==> src/rtl/serial_add_pkg.sv <==
`default_nettype none
// +------------------------------------------------------------------+
// | serial_add_pkg                                                   |
// | Shared state encoding and default width for serial_add_ctrl.    |
// | Revision: 1.0                                                    |
// +------------------------------------------------------------------+
package serial_add_pkg;

  localparam int DEFAULT_WIDTH = 8;

  typedef enum logic [1:0] {
    ST_IDLE = 2'd0,
    ST_RUN  = 2'd1,
    ST_DONE = 2'd2
  } state_t;

endpackage
`default_nettype wire

==> src/rtl/serial_fa_cell.sv <==
`default_nettype none
// +------------------------------------------------------------------+
// | serial_fa_cell                                                   |
// | One-bit combinational full adder shared across all bit slots.   |
// | Revision: 1.0                                                    |
// +------------------------------------------------------------------+
module serial_fa_cell (
  input  logic i_a,
  input  logic i_b,
  input  logic i_cin,
  output logic o_sum,
  output logic o_cout
);

  assign o_sum  = i_a ^ i_b ^ i_cin;
  assign o_cout = (i_a & i_b) | (i_cin & (i_a ^ i_b));

endmodule
`default_nettype wire

==> src/rtl/serial_add_ctrl.sv <==
`default_nettype none
// +------------------------------------------------------------------+
// | serial_add_ctrl                                                  |
// | Bit-serial add/subtract sequencer, LSB first, start/busy/done.  |
// | Revision: 1.0                                                    |
// +------------------------------------------------------------------+
module serial_add_ctrl
  import serial_add_pkg::*;
#(
  parameter int WIDTH = DEFAULT_WIDTH
) (
  input  logic             clk,
  input  logic             rst_n,
  input  logic             start,
  input  logic             sub,
  input  logic [WIDTH-1:0] a,
  input  logic [WIDTH-1:0] b,
  output logic             busy,
  output logic             done,
  output logic [WIDTH-1:0] sum,
  output logic             cout,
  output logic             ovf
);

  localparam int               CNT_W    = (WIDTH > 1) ? $clog2(WIDTH) : 1;
  localparam logic [CNT_W-1:0] LAST_BIT = CNT_W'(WIDTH - 1);

  state_t           r_state;
  state_t           w_state_nxt;
  logic [WIDTH-1:0] r_a;
  logic [WIDTH-1:0] r_b;
  logic [WIDTH-1:0] r_acc;
  logic [WIDTH-1:0] r_sum;
  logic [CNT_W-1:0] r_cnt;
  logic             r_carry;
  logic             r_cout;
  logic             r_ovf;
  logic             w_fa_s;
  logic             w_fa_c;
  logic             w_accept;
  logic             w_last;

  serial_fa_cell u_fa (
    .i_a    (r_a[0]),
    .i_b    (r_b[0]),
    .i_cin  (r_carry),
    .o_sum  (w_fa_s),
    .o_cout (w_fa_c)
  );

  always_ff @(posedge clk) begin
    if (!rst_n) begin
      r_state <= ST_IDLE;
    end else begin
      r_state <= w_state_nxt;
    end
  end

  always_comb begin
    w_state_nxt = r_state;
    w_accept    = 1'b0;
    w_last      = 1'b0;
    busy        = 1'b0;
    done        = 1'b0;
    case (r_state)
      ST_IDLE: begin
        if (start) begin
          w_accept    = 1'b1;
          w_state_nxt = ST_RUN;
        end
      end
      ST_RUN: begin
        busy = 1'b1;
        if (r_cnt == LAST_BIT) begin
          w_last      = 1'b1;
          w_state_nxt = ST_DONE;
        end
      end
      ST_DONE: begin
        busy        = 1'b1;
        done        = 1'b1;
        w_state_nxt = ST_IDLE;
      end
      default: w_state_nxt = ST_IDLE;
    endcase
  end

  // Subtraction is a + ~b + 1: invert B on load and seed the carry with sub.
  always_ff @(posedge clk) begin
    if (!rst_n) begin
      r_a     <= '0;
      r_b     <= '0;
      r_acc   <= '0;
      r_sum   <= '0;
      r_cnt   <= '0;
      r_carry <= 1'b0;
      r_cout  <= 1'b0;
      r_ovf   <= 1'b0;
    end else if (w_accept) begin
      r_a     <= a;
      r_b     <= b ^ {WIDTH{sub}};
      r_carry <= sub;
      r_cnt   <= '0;
    end else if (r_state == ST_RUN) begin
      r_acc   <= {w_fa_s, r_acc[WIDTH-1:1]};
      r_a     <= r_a >> 1;
      r_b     <= r_b >> 1;
      r_carry <= w_fa_c;
      if (w_last) begin
        r_cnt  <= '0;
        r_sum  <= {w_fa_s, r_acc[WIDTH-1:1]};
        r_cout <= w_fa_c;
        r_ovf  <= w_fa_c ^ r_carry;
      end else begin
        r_cnt  <= r_cnt + 1'b1;
      end
    end
  end

  assign sum  = r_sum;
  assign cout = r_cout;
  assign ovf  = r_ovf;

endmodule
`default_nettype wire

==> config.mk <==
export PLATFORM = sky130hd
export DESIGN_NAME = serial_add_ctrl
export DESIGN_NICKNAME = d
export VERILOG_FILES = /design/src/rtl/serial_add_pkg.sv /design/src/rtl/serial_fa_cell.sv /design/src/rtl/serial_add_ctrl.sv
export SDC_FILE = /design/constraint.sdc
export NUM_CORES = 1
export LEC_CHECK = 0
export CAP_MARGIN = 25
export CORE_MARGIN = 5
export CORE_UTILIZATION = 52
export DETAILED_ROUTE_END_ITERATION = 6
export PLACE_DENSITY = 0.79
export SLEW_MARGIN = 20
export SYNTH_ARGS = -nofsm -noshare
export SYNTH_HDL_FRONTEND = slang
export SYNTH_SLANG_ARGS = --single-unit
==> constraint.sdc <==
create_clock -name clk -period 1.8 [get_ports clk]
set_clock_uncertainty 0.2 [all_clocks]
set_input_delay 0.36 -clock clk [delete_from_list [all_inputs] [get_ports clk]]
set_output_delay 0.36 -clock clk [all_outputs]
set_load 0.01 [all_outputs]
# Word level (Yosys, flattened, before mapping)
# Cells that the tools add are included.
totals:
  reg_bits: 40
  in_bits: 20
  out_inout_bits: 12
  wordCells: 47
classes:
  addsub: 1
  eq_ne: 5
  n_mux: 16
  n_bitwise: 9
  reduce_logical: 7
op_table:
  columns: ["op", "n"]
  rows:
  - ["$mux W8", 4]
  - ["$mux W1", 8]
  - ["$xor A8 B8 Y8", 1]
  - ["$mux W2", 2]
  - ["$ne A2 B2 Y1 const B", 2]
  - ["$pmux W2 S2", 1]
  - ["$reduce_and A2 Y1", 2]
  - ["$reduce_or A2 Y1", 2]
  - ["$add A3 B1 Y3 const B", 1]
  - ["$eq A3 B3 Y1 const B", 1]
  - ["$mux W3", 1]
  - ["$reduce_and A3 Y1", 1]
  - ["$xor A1 B1 Y1", 3]
  - ["$and A1 B1 Y1", 2]
  - ["$eq A2 B1 Y1 const B", 1]
  - ["$eq A2 B2 Y1 const B", 1]
  - ["$logic_not A2 Y1", 1]
  - ["$not A1 Y1", 2]
  - ["$reduce_bool A2 Y1", 1]
  - ["$or A1 B1 Y1", 1]

# Longest topological paths before layout
logic_depth:
  depth_word: 5
  ltp_mapped: 7
  ltp_nobuf: 5

# Cells and area by module
# Synthesis repeated with hierarchy kept, for this count alone.
hier_totals:
  cells_unflattened: 189
  area_unflattened_um2: 1789.2
modules_own_cells:
  columns: ["mod", "n_inst", "cells_each", "area_each_um2", "seq_area_each_um2"]
  rows:
  - ["serial_add_ctrl", 1, 188, 1769.2, 780.7]
  - ["serial_fa_cell", 1, 1, 20.0, 0.0]

# Least setup slack after synthesis
# Ideal clock, no wire load.
synth_timing:
  path_type: "flip-flop to flip-flop"
  startpoint: "register r_state[0]"
  endpoint: "register r_sum[0] (netlist: sum[0])"
  setup_time_ns: 0.132
  arrival_ns: 1.177
  required_ns: 1.468
  setup_slack_ns: 0.291
  path_stages_with_launch: 7
  n_path_buf: 1
  synth_period_minus_slack_ns: 1.509
  cell_sequence: "dfxtp_1 -> inv_1 -> ha_1 -> and2_1 -> buf_2 -> o21ai_0 -> a21oi_1"
synth_via:
  elab_chain_cells: 4
  word_cells_on_any_way: 6
  cone_classes: "eq/ne: 1; mux: 2; bitwise: 1; reduce/logical: 2"
synth_lines:
  columns: ["item", "line", "text"]
  rows:
  - ["start: declaration", "serial_add_ctrl.sv:28", "state_t r_state;"]
  - ["start signal: assignment", "serial_add_ctrl.sv:55", "r_state <= w_state_nxt;"]
  - ["$logic_not A2 Y1", "serial_add_ctrl.sv:65", "case (r_state)"]
  - ["$mux W1", "serial_add_ctrl.sv:65", null]
  - ["$not A1 Y1 (no source line)", null, null]
  - ["$reduce_and A3 Y1 (no source line) (*)", null, null]
  - ["end signal: assignment", "serial_add_ctrl.sv:111", "r_sum <= {w_fa_s, r_acc[WIDTH-1:1]};"]
  - ["end: declaration", "serial_add_ctrl.sv:33", "logic [WIDTH-1:0] r_sum;"]
# Mark *: on every way between the ends. The rest lies on a longest branch, timed or not.
# A chain may end at the register's enable or synchronous reset.

# Worst setup path in the final report
layout_timing:
  startpoint: "register r_state[0]"
  endpoint: "output done"
layout_via:
  elab_chain_cells: 2
layout_lines:
  columns: ["item", "line", "text"]
  rows:
  - ["$eq A2 B2 Y1", "serial_add_ctrl.sv:65", null]
  - ["$mux W1", "serial_add_ctrl.sv:65", null]
  - ["end: declaration", "serial_add_ctrl.sv:19", "output logic done,"]
# No other way between the ends.

==> flow_summary.toml <==
[min_path]
timing.hold.worst.class = "reg2reg"

[cts]
clk_path_buf_depth = 2
clock_latency_ns = 0.34
cts_buffers = 5
cts_tree = "built"
cts.reportedPaths.clkPinSlew_ns = 0.12
post_cts.repair.setup_buffers = 0
tritoncts_num_sinks = 39
clockRootBuffer = "clkbuf_4"
htree_num_levels = 2

[cells_and_area]
filler_cell_count = 305
share_of_cells_above_drive_strength_1_pct = 10.3
final_common_cell = "dfxtp_1"
instances_no_fill = 269
most_frequent_cells_in_the_layout = "37 x dfxtp_1, 25 x nor2_1, 22 x mux2i_1"
area.sequential_um2 = 783
final_core_util_pct = 68.6
number_of_nets_in_the_finished_design = 250
syn2layout_area_growth_pct = 26.6
antenna_cells_inserted = 0
multi_input_comb_area_um2 = 932

[die]
floorplan.die.width_um = 69.2
die_height_um = 69.2
fp.coreArea_um2 = 3360
std_cell_rows = 21
floorplan.initialDensity_pct = 54.2
design.die.area_um2 = 4790
floorplan.io_pins = 32

[setup_path]
category_of_the_critical_setup_timing_path = "reg2out"
critical_path_required_time_ns = 1.24
cell_class_contributing_the_biggest_share_of_worst_path_delay = "flip-flops"
cp_max_stage_cell = "dfxtp_2"
path_cells = "inv_1 -> ha_1 -> clkdlybuf4s15_1"
timing.critical_path.to_type = "primary output"
critical_path_arrival_ns = 1.19
cp-start-kind = "register"
cp.buffers_inverters = 2
max_stage_delay_ns = 0.34
cp_max_fo = 3

[global_routing]
pin_count_of_the_biggest_net_entering_global_routing = 37
grt_pass1_vias = 1508
grt.met2_usage_pct = 29.9
use_met1_pct = 18.7
grt_usage_pct = 16.6
grt-busiest-layer = "met2"
met3_track_usage_gr_pct = 3.62
global_route_wire_length_before_repair_um = 6560
congestion_overflow_gr = 0
grt_antenna_before_repair = 0

[routing]
finalWirelength_um = 3780
routedWlPerCell_um = 14.0
drt_iter0_markers = 67
via_count = 1428
final_antenna_net_count = 0
firstDrtPassIters = 4
vias_per_cell = 5.31
drcViolationCount = 0

[sta]
rsz0062_at_grt = "no"
min_period_ns = 1.75
finalSetupViolCount = 0
hold_violations = 0
slew_headroom_pct = 66.1
final-max-slew-violation-count = 0
worst-slew-pin-transition_ns = 0.509
fin_ws_ns = 0.0519
timing.setup.tns_ns = 0
final_min_period_over_clock_period_pct = 97.1
max_freq_mhz = 572

[synthesis]
synth_nets = 218
syn-mean-instance-area_um2 = 9.59
synth_register_bits = 39
netlist_instances = 190
synth_area_um2 = 1820
share_of_synthesized_area_occupied_by_flip_flops_and_latches_pct = 42.8
synthDistinctLibCells = 29
yosys_warnings = 0

[placement]
dpl.hpwl_um = 2630
io_buffers = 31
numPlacedInstances = 261
pre_cts_slack_ns = -0.0396
routabilityCongestion = 0.716

[pwr]
power_density_nw_per_um2 = 1310
max-vdd-ir-drop_mv = 0.691
leakagePower_nw = 0.971
p_total_mw = 3.02

[run]
timing.max_cap.violations = 0

[run_status]
run_status = "finished clean"
[cell usage after synthesis]
| cell type | instances | area [µm²] |
|---|---|---|
| buf_2 | 6 | 30.0 |
| nand2_2 | 1 | 6.26 |
| buf_6 | 2 | 22.5 |
| buf_4 | 1 | 7.51 |
| a311oi_2 | 1 | 15.0 |
| clkinv_1 | 1 | 3.75 |
| nor2b_1 | 3 | 18.8 |
| buf_1 | 1 | 3.75 |
| fa_1 | 1 | 20.0 |
| a211oi_1 | 15 | 113 |
| o21ai_0 | 11 | 55.1 |
| and2_4 | 1 | 8.76 |
| mux2_2 | 1 | 11.3 |
| and2b_1 | 1 | 7.51 |
| inv_1 | 2 | 7.51 |
| nand2b_1 | 2 | 12.5 |
| nor2_1 | 25 | 93.8 |
| a21oi_1 | 16 | 80.1 |
| buf_12 | 2 | 40.0 |
| ha_1 | 7 | 87.6 |
| xor2_1 | 8 | 70.1 |
| nand3_1 | 11 | 55.1 |
| mux2i_1 | 22 | 220 |
| and2_1 | 1 | 6.26 |
| clkbuf_1 | 2 | 7.51 |
| nand3b_1 | 2 | 15.0 |
| dfxtp_1 | 39 | 781 |
| xnor2_1 | 1 | 8.76 |
| nand2_1 | 4 | 15.0 |
[layer usage]
layer | part of all wire (%) | vias up
li1 | - | 728
met4 | 1.9 | 0
met3 | 3.6 | 10
met2 | 53 | 26
met5 | 0 | -
met1 | 42 | 664
[state kept, by name, indices dropped and copies added, names as in the netlist]
name / cells
cout: 1
ovf: 1
r_a: 8
r_acc: 7
r_b: 8
r_carry: 1
r_cnt: 3
r_state: 2
sum: 8
[per-stage QoR]
stage	instance area [µm²]	hold WS, ns
4_1_cts	2280	0.279
3_3_place_gp	2190	0.258
5_1_grt	2310	0.304
6_report	2310	0.277
2_1_floorplan	1820	0.243
3_5_place_dp	2190	0.260
[kinds of logic after synthesis]
group	synth area share (%)
compound gates	14.4
buf+inv	6.73
mux	12.7
fa+ha+maj	5.90
xor+xnor	4.32
flops	42.8
simple gates	13.1
[area by class of cell]
cell class | instances | area share (%)
Clock inverter | 2 | 2.60
Clock buffer | 6 | 1.79
Timing Repair Buffer | 39 | 18.3
Tap cell | 46 | 2.49
Inverter | 3 | 0.488
Multi-Input combinational cell | 134 | 40.4
Sequential cell | 39 | 33.9
[final timing paths]
kind	startpoint	end	slack (ns)	cells after the start
min reg2reg	r_acc[1]	sum[0]	0.28	2
max	r_state[0]	done	0.05	3
max reg2reg	r_state[1]	r_acc[5]	0.15	5
min	r_acc[1]	sum[0]	0.28	2
[worst register-to-register path: stages, from the launching register on]
cell	delay [ns]
dfxtp_2	0.35
inv_1	0.07
buf_4	0.13
ha_1	0.47
mux2i_1	0.27
nor2_1	0.07
[where the power goes]
| group | total [mW] | internal [mW] | switching, mW |
|---|---|---|---|
| Combinational | 1.18 | 0.568 | 0.612 |
| Clock | 0.721 | 0.433 | 0.287 |
| Sequential | 1.12 | 1.02 | 0.0980 |
[repair_timing]
| item | CTS | global route |
|---|---|---|
| hold buffers | 0 | 0 |
| pin swaps | 0 | 0 |
| gates resized for setup | 14 | 6 |
| endpoints found under the setup margin | 13 | 14 |
(Power assumes the default switching activity.)
